$ cat src/rtl/adder_cpu_ctrl_if.sv
// adder_cpu_ctrl_if: memory request/acknowledge handshake between the control unit and shared memory
// mem_rd, mem_wr : read/write request, held until mem_ack
// addr_sel       : 0 selects PC, 1 selects IR[5:0] as memory address
// mem_ack        : memory completes the current request this cycle
interface adder_cpu_ctrl_if;
    logic mem_rd;
    logic mem_wr;
    logic addr_sel;
    logic mem_ack;
    modport master (output mem_rd, output mem_wr, output addr_sel, input mem_ack);
    modport slave (input mem_rd, input mem_wr, input addr_sel, output mem_ack);
endinterface

$ cat src/rtl/adder_cpu_ctrl.sv
// adder_cpu_ctrl: multi-cycle fetch/decode/execute sequencer for the adding-machine CPU
// clk, rst_n          : clock, asynchronous active-low reset
// start, stop, step   : run control (step only acts when STEP_EN is defined)
// opcode              : IR[7:6], 00 LDA, 01 ADD, 10 STA, 11 JMP
// mem                 : memory handshake (adder_cpu_ctrl_if.master)
// clr_pc/ld_pc/inc_pc : program counter strobes
// clr_ac/ld_ac/alu_add: accumulator strobes, alu_add selects AC+data over data
// ld_ir               : instruction register load
// busy, icnt          : not-IDLE flag, retired-instruction count (wraps)
// Macro STEP_EN adds a PAUSE state between instructions released by step.
module adder_cpu_ctrl #(
    parameter int ICNT_W = 8
) (
    input  logic              clk,
    input  logic              rst_n,
    input  logic              start,
    input  logic              stop,
    input  logic              step,
    input  logic [1:0]        opcode,
    adder_cpu_ctrl_if.master  mem,
    output logic              clr_pc,
    output logic              ld_pc,
    output logic              inc_pc,
    output logic              clr_ac,
    output logic              ld_ac,
    output logic              alu_add,
    output logic              ld_ir,
    output logic              busy,
    output logic [ICNT_W-1:0] icnt
);
    typedef enum logic [3:0] {
        IDLE, INIT, FETCH, LOAD_IR, DECODE, RD, EXEC, WR, JUMP, DONE
`ifdef STEP_EN
        , PAUSE
`endif
    } state_t;
    state_t state_q, state_d;
    logic [ICNT_W-1:0] icnt_q, icnt_d;
    logic unused_step;
    assign unused_step = step;
    always_ff @(posedge clk or negedge rst_n) begin
        if (!rst_n) begin
            state_q <= IDLE;
            icnt_q  <= '0;
        end else begin
            state_q <= state_d;
            icnt_q  <= icnt_d;
        end
    end
    always_comb begin
        state_d = state_q;
        icnt_d  = icnt_q;
        case (state_q)
            IDLE:    state_d = start ? INIT : IDLE;
            INIT: begin
                state_d = FETCH;
                icnt_d  = '0;
            end
            FETCH:   state_d = mem.mem_ack ? LOAD_IR : FETCH;
            LOAD_IR: state_d = DECODE;
            DECODE:  state_d = opcode == 2'b10 ? WR : opcode == 2'b11 ? JUMP : RD;
            RD:      state_d = mem.mem_ack ? EXEC : RD;
            EXEC:    state_d = DONE;
            WR:      state_d = mem.mem_ack ? DONE : WR;
            JUMP:    state_d = DONE;
            DONE: begin
                icnt_d = icnt_q + 1'b1;
`ifdef STEP_EN
                state_d = stop ? IDLE : PAUSE;
`else
                state_d = stop ? IDLE : FETCH;
`endif
            end
`ifdef STEP_EN
            PAUSE:   state_d = stop ? IDLE : step ? FETCH : PAUSE;
`endif
            default: state_d = IDLE;
        endcase
    end
    always_comb begin
        clr_pc       = state_q == INIT;
        clr_ac       = state_q == INIT;
        ld_ir        = state_q == LOAD_IR;
        inc_pc       = state_q == LOAD_IR;
        ld_pc        = state_q == JUMP;
        ld_ac        = state_q == EXEC;
        alu_add      = state_q == EXEC && opcode == 2'b01;
        mem.mem_rd   = state_q == FETCH || state_q == RD;
        mem.mem_wr   = state_q == WR;
        mem.addr_sel = state_q == RD || state_q == WR;
        busy         = state_q != IDLE;
    end
    assign icnt = icnt_q;
endmodule

$ cat src/flat_wrapper.sv
// flat-port wrapper written by rule: the top's interface ports become plain ports
module adder_cpu_ctrl_flat 
#(
    parameter int ICNT_W = 8
)
  (clk, rst_n, start, stop, step, opcode, clr_pc, ld_pc, inc_pc, clr_ac, ld_ac, alu_add, ld_ir, busy, icnt, mem_mem_rd, mem_mem_wr, mem_addr_sel, mem_mem_ack);
  adder_cpu_ctrl_if mem_i ();
  input  logic clk;
  input  logic rst_n;
  input  logic start;
  input  logic stop;
  input  logic step;
  input  logic [1:0] opcode;
  output logic clr_pc;
  output logic ld_pc;
  output logic inc_pc;
  output logic clr_ac;
  output logic ld_ac;
  output logic alu_add;
  output logic ld_ir;
  output logic busy;
  output logic [ICNT_W-1:0] icnt;
  output wire logic [$bits(mem_i.mem_rd)-1:0] mem_mem_rd;
  output wire logic [$bits(mem_i.mem_wr)-1:0] mem_mem_wr;
  output wire logic [$bits(mem_i.addr_sel)-1:0] mem_addr_sel;
  input wire logic [$bits(mem_i.mem_ack)-1:0] mem_mem_ack;
  assign mem_mem_rd = mem_i.mem_rd;
  assign mem_mem_wr = mem_i.mem_wr;
  assign mem_addr_sel = mem_i.addr_sel;
  assign mem_i.mem_ack = mem_mem_ack;
  adder_cpu_ctrl #(.ICNT_W(ICNT_W)) u_core (.clk(clk), .rst_n(rst_n), .start(start), .stop(stop), .step(step), .opcode(opcode), .mem(mem_i), .clr_pc(clr_pc), .ld_pc(ld_pc), .inc_pc(inc_pc), .clr_ac(clr_ac), .ld_ac(ld_ac), .alu_add(alu_add), .ld_ir(ld_ir), .busy(busy), .icnt(icnt));
endmodule
$ cat config.mk
export PLATFORM = sky130hd
export DESIGN_NAME = adder_cpu_ctrl_flat
export DESIGN_NICKNAME = d
export VERILOG_FILES = /design/src/rtl/adder_cpu_ctrl_if.sv /design/src/rtl/adder_cpu_ctrl.sv /design/src/flat_wrapper.sv
export SDC_FILE = /design/constraint.sdc
export NUM_CORES = 1
export LEC_CHECK = 0
export ABC_AREA = 1
export BUFFER_PORTS_ARGS = -buffer_cell sky130_fd_sc_hd__clkbuf_2
export CAP_MARGIN = 0
export CORE_MARGIN = 1.5
export CORE_UTILIZATION = 35
export DETAILED_ROUTE_END_ITERATION = 6
export PLACE_DENSITY = 0.57
export SYNTH_ARGS = -nofsm -noshare
export SYNTH_HDL_FRONTEND = slang
export SYNTH_SLANG_ARGS = --single-unit
$ cat constraint.sdc
create_clock -name clk -period 1.3 [get_ports clk]
set_input_delay 0.13 -clock clk [delete_from_list [all_inputs] [get_ports clk]]
set_output_delay 0.13 -clock clk [all_outputs]
set_load 0.02 [all_outputs]
==> out/qor.yml, run 1 <==
run_status:
  status: "finished, violations left"
  violations: "setup timing"
worst_setup_path:
  reg2reg_from: "u_core.state_q[1]"
  worstPathRequired_ns: 1.17
  path_delay_family: "flip-flops"
  cp_slowest_cell: "dfrtp_2"
  crit_type: "reg -> out"
  crit_start: "u_core.state_q[3]"
  cp_cell_sequence: "nor2_4 > nand2_2 > nor3_2 > buf_4"
  endpoint_kind: "primary output"
  slowest_delay_ns: 0.45
  worstSetupStartpointType: "register"
  crit_buf_inv: 1
  arrival_ns: 1.31
  path_max_fanout: 8
yosys:
  syn-cell-area_um2: 787
  synth_warnings: 0
  syn_avg_cell_area_um2: 6.40
  synth_cells: 123
  synth_fa_ha_area_share_pct: 1.59
  synth_top_family_by_area: "simple AND/OR/NAND/NOR gates"
  yosysTopAreaCellShare_pct: 38.2
  yosys.area_share.simple_pct: 45.0
  ys_seq_area_share_pct: 38.2
  ys_ff_latch: 12
  yosysTopAreaCell: "dfrtp_1"
  synth_nets: 132
  muxShareOfSynthArea_pct: 0
  synth_compound_area_share_pct: 3.50
  synth_area_leaders: "dfrtp_1, nand2_1, nor2_1"
  yosysUniqueCellTypes: 17
  synth-xor-area-share_pct: 1.11
cts:
  clock-sinks: 12
  htree_levels: 1
  cts_tree: "done"
  root_buffer: "clkbuf_4"
  clk_latency_ns: 0.28
  cts_made_buffers: 3
  clockBufferDepth: 2
  path_clk_slew_ns: 0.08
die:
  std_cell_rows: 16
  ios: 27
  die_y_um: 50.4
  start_util_pct: 38.5
  die_w_um: 50.4
  die_area_um2: 2540
  core_region_area_um2: 2040
timing:
  max_freq_mhz: 694
  finalSetupViolCount: 11
  tns_ns: -1.07
  fin_skew_ns: 0.00417
  slew_headroom_pct: 78.3
  fin_ws_ns: -0.140
  slew_violations: 0
  post-route-min-period_ns: 1.44
  hold_ws_ns: 0.129
  hold_viol_final: 0
  worst_pin_slew_ns: 0.326
  period_share_pct: 111
  rsz0062_at_grt: "true"
placed_design:
  globalplace.congestion: 0.820
  port_buffers: 25
  dp_cells: 175
  dp_hpwl_um: 1430
power:
  ir_drop_v: 0.00110
  p_leak_uw: 0.000644
  finalPower_uw: 2050
  power.density_nw_per_um2: 1810
finish:
  layout-drive-gt1-share_pct: 37.6
  finalCoreUtilization_pct: 55.4
  nets: 167
  antenna_cells: 0
  fin_cells: 184
  syn_to_final_growth_pct: 43.7
routing:
  wirelength_um: 1950
  vias_per_cell: 4.70
  post_drt_wl_per_cell_um: 10.6
  dr.pass1.iters: 4
  postRouteAntennaNets: 0
  vias: 864
  post-route-drc-count: 0
  drt_iter0_markers: 9
global_route:
  grt_usage_pct: 17.8
  antenna_found_initial: 0
  globalRouteOverflowTotal: 0
  grt_pass1_wl_um: 3440
  grt_pass1_vias: 829
  grt_max_degree: 13
run:
  drv_cap: 0
hold_path:
  min_from: "stop"
  min_path_type: "in -> reg"
## state kept, by name, indices dropped and copies added (netlist names)
| register | flops |
|---|---|
| u_core.state_q | 4 |
| u_core.icnt | 8 |
## layer usage
layer,GRT usage (%),share of wire (%)
met1,21.3,47
met5,0,0
met2,30.5,47
met3,4.46,4.4
met4,6.76,1.3
## metrics by stage
step           worst slack (ns)  cell area (µm²)
6_report                 -0.140             1130
5_1_grt                  -0.232             1130
3_3_place_gp              0.114              946
2_1_floorplan            0.0421              787
4_1_cts                  -0.165             1080
3_5_place_dp             0.0856              946
## logic make-up (layout without fill, tap and decap cells)
| family | count (synthesis) | after routing |
|---|---|---|
| adders and majority gates | 1 | 1 |
| AOI/OAI and AO/OA | 5 | 5 |
| buffers and inverters | 20 | 54 |
| xor gates and xnor gates | 1 | 1 |
| and+or+nand+nor | 84 | 84 |
| DFF | 12 | 12 |
## path summary, 6_finish.rpt
kind                                     end  slack (ns)  cells after the start
max                                  alu_add       -0.14                      4
min                        u_core.state_q[1]        0.13                      4
max reg2reg                   u_core.icnt[0]        0.07                      5
min reg2reg                   u_core.icnt[7]        0.54                      2
max in group asynchronous  u_core.state_q[0]        0.76                      2
min in group asynchronous     u_core.icnt[1]        0.28                      2
## cell usage in the layout, fill, tap and decap left out, drive strengths merged
master and count:
nor3 1, nand3 12, buf 12, o21ai 4, clkinv 1, clkbuf 23, dlygate4sd3 1, nor2 21
dfrtp 12, ha 1, xnor2 1, inv 17, nand4 1, nand2 49, o21bai 1
## report_power, final
part           switching [µW]  internal (µW)  total [µW]
sequential               95.3            457         552
combinational             714            479        1190
clock                     134            170         305
## repair_timing
| action | 4_1_cts | 5_1_grt |
|---|---|---|
| resized for setup | 24 | 18 |
| endpoints found under the hold margin | 12 | 0 |
| pin swaps | 2 | 4 |
| buffers inserted | 2 | 2 |
| hold buffers | 1 | 0 |
| endpoints found under the setup margin | 11 | 19 |
## synth_stat cells
| library cell | number |
|---|---|
| clkinv_2 | 1 |
| nor2_1 | 18 |
| ha_1 | 1 |
| dfrtp_1 | 12 |
| nor2_2 | 1 |
| nor2_4 | 2 |
| nand2_2 | 1 |
| xnor2_1 | 1 |
| o21ai_1 | 4 |
| nand4_1 | 1 |
| nand2_1 | 48 |
| inv_2 | 1 |
| buf_4 | 2 |
| inv_1 | 16 |
| nand3_1 | 12 |
| o21bai_1 | 1 |
| nor3_1 | 1 |
## area by class of cell
type                            instances  area (µm²)
Fill cell                             209         911
Multi-Input combinational cell         91         445
Sequential cell                        12         304
Timing Repair Buffer                   32         243
Inverter                               18        68.8
Clock buffer                            4        36.3
Tap cell                               27        33.8
## worst reg2reg max path, stage by stage, from the launching register on
cell and delay, ns:
dfrtp_2 0.45, nor2_4 0.17, buf_4 0.15, nand2_1 0.18
nand2_1 0.10, o21ai_1 0.07
Note: power is estimated with default switching activity, not from simulation.
==> inputs of run 2 (changes only) <==
--- a/config.mk
+++ b/config.mk
@@ -8,10 +8,13 @@
 export ABC_AREA = 1
 export BUFFER_PORTS_ARGS = -buffer_cell sky130_fd_sc_hd__clkbuf_2
 export CAP_MARGIN = 0
+export CELL_PAD_IN_SITES_DETAIL_PLACEMENT = 1
+export CELL_PAD_IN_SITES_GLOBAL_PLACEMENT = 1
 export CORE_MARGIN = 1.5
-export CORE_UTILIZATION = 35
+export CORE_UTILIZATION = 32
 export DETAILED_ROUTE_END_ITERATION = 6
-export PLACE_DENSITY = 0.57
+export MAX_ROUTING_LAYER = met4
+export PLACE_DENSITY = 0.74
 export SYNTH_ARGS = -nofsm -noshare
 export SYNTH_HDL_FRONTEND = slang
 export SYNTH_SLANG_ARGS = --single-unit
==> run 2 against run 1 <==
  * The flow still finishes with violations (setup timing)
  * Cell area is 3.1% lower
  * Die area is 8.8% higher
  * Routed wire length is 22% higher
  * Maximum frequency is 0.47% lower
  * Sequential power hardly changed
  * Total power is 0.17% lower
  * Critical path type unchanged
  * Critical endpoint unchanged
  * Highest routed layer unchanged
==> out/qor.yml, run 2 (synthesis results as in run 1) <==
finish:
  syn_to_final_growth_pct: 39.3
  largest_reg_flops: 8
  final_cell_mix: "nand2_1, clkbuf_2, nor2_1, inv_1, nand3_1"
  fin_area_um2: 1100
  layout-drive-gt1-share_pct: 33.8
  layout_commonest_cell: "nand2_1"
  antenna_cells: 0
  nets: 167
routing:
  postRouteAntennaNets: 0
  post_drt_wl_per_cell_um: 12.9
  wirelength_um: 2380
  dr.pass1.iters: 4
  vias_per_cell: 4.88
  post-route-drc-count: 0
  drt_iter0_markers: 7
  vias: 903
die:
  start_util_pct: 34.6
  std_cell_rows: 17
  die_area_um2: 2770
  core_region_area_um2: 2280
  die_y_um: 52.6
  ios: 27
  die_w_um: 52.6
run:
  drv_cap: 0
cts:
  clk_latency_ns: 0.29
  htree_levels: 1
  cts_made_buffers: 3
  clockBufferDepth: 2
  root_buffer: "clkbuf_4"
  clock-sinks: 12
  path_clk_slew_ns: 0.08
  cts_tree: "done"
global_route:
  grt_max_degree: 13
  globalRouteOverflowTotal: 0
  antenna_found_initial: 0
  grt_pass1_vias: 954
  grt_usage_pct: 21.4
  grt_pass1_wl_um: 4160
worst_setup_path:
  endpoint_kind: "primary output"
  crit_type: "reg -> out"
  arrival_ns: 1.32
  worstPathRequired_ns: 1.17
  path_max_fanout: 6
  worstSetupStartpointType: "register"
  r2r_setup_slack_ns: 0.12
timing:
  rsz0062_at_grt: "true"
  fin_skew_ns: 0.000798
  finalSetupViolCount: 11
  slew_headroom_pct: 77.2
  fin_ws_ns: -0.147
  period_share_pct: 111
  post-route-min-period_ns: 1.45
  slew_violations: 0
  worst_pin_slew_ns: 0.342
  tns_ns: -0.989
  hold_viol_final: 0
  max_freq_mhz: 691
power:
  finalPower_uw: 2050
  power.density_nw_per_um2: 1870
  p_leak_uw: 0.000643
  ir_drop_v: 0.00107
placed_design:
  dpl_cell_area_um2: 955
  port_buffers: 25
  dp_hpwl_um: 1810
  globalplace.congestion: 0.756
hold_path:
  min_path_type: "in -> reg"
run_status:
  status: "finished, violations left"
  violations: "setup timing"
==> run 2: metal layers <==
layer | vias up | GRT usage [%] | wire length [µm]
met5 | - | - | 0
met3 | 3 | 1.71 | 93
li1 | 442 | - | -
met1 | 434 | 24.3 | 959
met2 | 24 | 39.0 | 1310
met4 | 0 | 7.69 | 23
==> run 2: per-stage QoR <==
step,instances,hold slack [ns],setup slack (ns),utilization [%]
6_report,185,0.124,-0.147,48.2
5_1_grt,185,0.134,-0.223,48.2
4_1_cts,184,0.129,-0.134,46.7
3_5_place_dp,177,0.0370,0.101,41.9
3_3_place_gp,177,0.0307,0.132,41.9
2_1_floorplan,123,-0.166,0.0421,-
==> run 2: worst paths after layout <==
path,from,endpoint,cells past startpoint
worst max-delay path,u_core.state_q[3],alu_add,4
worst min-delay path,stop,u_core.state_q[1],4
worst max register to register,u_core.state_q[0],u_core.icnt[5],7
worst min register to register,u_core.icnt[7],u_core.icnt[7],2
max in group asynchronous,rst_n,u_core.state_q[3],2
min in group asynchronous,rst_n,u_core.icnt[2],2
==> run 2: worst max-delay path, stage by stage, from the launching register on <==
cell     delay [ns]
dfrtp_2        0.44
nor2_4         0.18
nand2_2        0.11
nor3_2         0.13
buf_4          0.17
==> run 2: timing repair <==
action / CTS / global route
resized for setup: 17 / 13
hold buffers: 1 / 0
hold endpoints to repair: 12 / 0
pin swaps: 2 / 3
setup endpoints to repair: 11 / 19
setup buffers: 2 / 1
==> run 2: cell type report <==
type | count | area [µm²]
Clock buffer | 4 | 36.3
Fill cell | 307 | 1180
Inverter | 18 | 70.1
Multi-Input combinational cell | 91 | 425
Sequential cell | 12 | 304
Tap cell | 28 | 35.0
Timing Repair Buffer | 32 | 225
==> run 2: power breakdown <==
part | internal, µW | switching (µW) | total [µW]
Combinational | 466 | 712 | 1180
Clock | 171 | 142 | 313
Sequential | 457 | 98.3 | 555
==> inputs of run 3 (changes only) <==
--- a/config.mk
+++ b/config.mk
@@ -12,6 +12,7 @@
 export CELL_PAD_IN_SITES_GLOBAL_PLACEMENT = 1
 export CORE_MARGIN = 1.5
 export CORE_UTILIZATION = 32
+export CTS_BUF_LIST = sky130_fd_sc_hd__clkbuf_16
 export DETAILED_ROUTE_END_ITERATION = 6
 export MAX_ROUTING_LAYER = met4
 export PLACE_DENSITY = 0.74
==> run 3 against run 2 <==
  * The flow still finishes with violations (setup timing)
  * Maximum frequency up 1.6%
  * Global-route usage up 1.7 points
  * Hold slack better by 0.058 ns
  * Non-clock buffer count up 2
  * Clock power up 86%
  * Largest power group unchanged
  * Critical endpoint is now mem_addr_sel
==> out/qor.yml, run 3 (synthesis results as in run 1) <==
timing:
  max_freq_mhz: 702
  worst_pin_slew_ns: 0.336
  fin_skew_ns: 0.00105
  hold_viol_final: 0
  tns_ns: -0.608
  post-route-min-period_ns: 1.42
  rsz0062_at_grt: "true"
  slew_headroom_pct: 77.6
  hold_ws_ns: 0.183
  finalSetupViolCount: 11
  period_share_pct: 110
  fin_ws_ns: -0.125
  slew_violations: 0
worst_setup_path:
  cp-endpoint: "mem_addr_sel"
  arrival_ns: 1.29
  crit_type: "reg -> out"
  crit_start: "u_core.state_q[0]"
  r2r_end: "u_core.icnt[5]"
  rr_worst_depth: 7
  reg2reg_from: "u_core.state_q[0]"
  r2r_setup_slack_ns: -0.01
  endpoint_kind: "primary output"
  worstPathRequired_ns: 1.17
  path_max_fanout: 5
  worstSetupStartpointType: "register"
global_route:
  grt_max_degree: 13
  grt_pass1_vias: 989
  grt_usage_pct: 23.0
  globalRouteOverflowTotal: 0
  grt_pass1_wl_um: 4440
  antenna_found_initial: 0
routing:
  drt_iter0_markers: 11
  postRouteAntennaNets: 0
  vias: 935
  post-route-drc-count: 0
  wirelength_um: 2840
  vias_per_cell: 5.00
  dr.pass1.iters: 4
  post_drt_wl_per_cell_um: 15.2
run_status:
  violations: "setup timing"
  status: "finished, violations left"
die:
  die_area_um2: 2770
  ios: 27
  core_region_area_um2: 2280
  start_util_pct: 34.6
  die_y_um: 52.6
  std_cell_rows: 17
  die_w_um: 52.6
placed_design:
  pre_cts_slack_ns: 0.101
  port_buffers: 25
  dpl_cell_area_um2: 955
  globalplace.congestion: 0.756
  dp_hpwl_um: 1810
finish:
  antenna_cells: 0
  syn_to_final_growth_pct: 53.6
  layout-drive-gt1-share_pct: 39.0
  fin_area_um2: 1210
  nets: 169
  layout_commonest_cell: "nand2_1"
  final_cell_mix: "nand2_1, clkbuf_2, nand3_1, nor2_1, inv_1"
  finalCoreUtilization_pct: 53.1
  largest_reg_flops: 8
  nFillCells: 301
cts:
  clock-sinks: 12
  clk_latency_ns: 0.24
  root_buffer: "clkbuf_16"
  cts_made_buffers: 3
  htree_levels: 1
  cts_tree: "done"
  path_clk_slew_ns: 0.04
  clockBufferDepth: 2
power:
  p_seq_share_pct: 23.0
  clkPwrFrac_pct: 23.2
  swShare_pct: 43.0
  intPower_uw: 1430
  p_leak_uw: 0.000679
  combinationalPowerShare_pct: 53.8
  ir_drop_v: 0.000983
  power.density_nw_per_um2: 2080
  switching_power_uw: 1080
run:
  drv_cap: 0
hold_path:
  min_path_type: "in -> reg"
-- run 3: cell types whose count changed in the layout (fill, tap and decap cells not counted), moves of 2 or more --
cell	delta
nand2_2	+3
buf_4	+2
inv_1	-2
nor2_2	+3
clkbuf_4	-5
inv_2	+2
clkbuf_16	+3
nand2_1	-3
buf_8	+3
nor2_1	-4
clkbuf_2	-2
-- run 3: stage by stage --
stage,total power [µW],instances
5_1_grt,2650,187
3_3_place_gp,1460,177
6_report,2510,187
4_1_cts,2300,184
3_5_place_dp,1500,177
2_1_floorplan,1170,123
-- run 3: worst min-delay path by stage --
| stage | from | to | slack, ns | cells after the start |
|---|---|---|---|---|
| after floorplan | rst_n | u_core.icnt[0] | -0.17 | 0 |
| after global placement | rst_n | u_core.icnt[1] | 0.03 | 1 |
| after detailed placement | rst_n | u_core.icnt[2] | 0.04 | 1 |
| after CTS | stop | u_core.state_q[1] | 0.18 | 4 |
| after global routing | stop | u_core.state_q[1] | 0.20 | 4 |
| final | stop | u_core.state_q[1] | 0.18 | 4 |
-- run 3: layer usage --
layer | GRT usage, % | share of wire, %
met2 | 42.9 | 57
met4 | 7.69 | 1.5
met1 | 25.2 | 39
met3 | 2.57 | 2.9
met5 | - | 0
-- run 3: timing repair --
item / in CTS / in global routing
pin swaps: 1 / 2
resized for setup: 23 / 25
setup endpoints to repair: 11 / 19
hold buffers: 1 / 0
endpoints found under the hold margin: 12 / 0
buffers inserted: 2 / 3
-- run 3: layout make-up --
class / instances / area [µm²] / share of cell area [%]
inverter: 18 / 70.1 / 5.80
clock buffer: 3 / 75.1 / 6.21
sequential: 12 / 303 / 25.1
tap: 28 / 35.0 / 2.90
multi-input combinational: 91 / 448 / 37.1
clock inverter: 1 / 3.75 / 0.311
timing repair buffer: 34 / 274 / 22.7
-- run 3: power by group through the flow --
stage	clock, µW	sequential (µW)	combinational, µW
detailed placement	0	533	968
global placement	0	527	931
finish	583	577	1350
global route	597	583	1470
CTS	580	548	1170
floorplan	0	558	616
-- run 3: worst max-delay path: stages (launching register included) --
cell,delay (ns)
dfrtp_2,0.45
inv_2,0.07
nor2_4,0.17
nand2_1,0.13
nand2_1,0.07
clkbuf_2,0.16
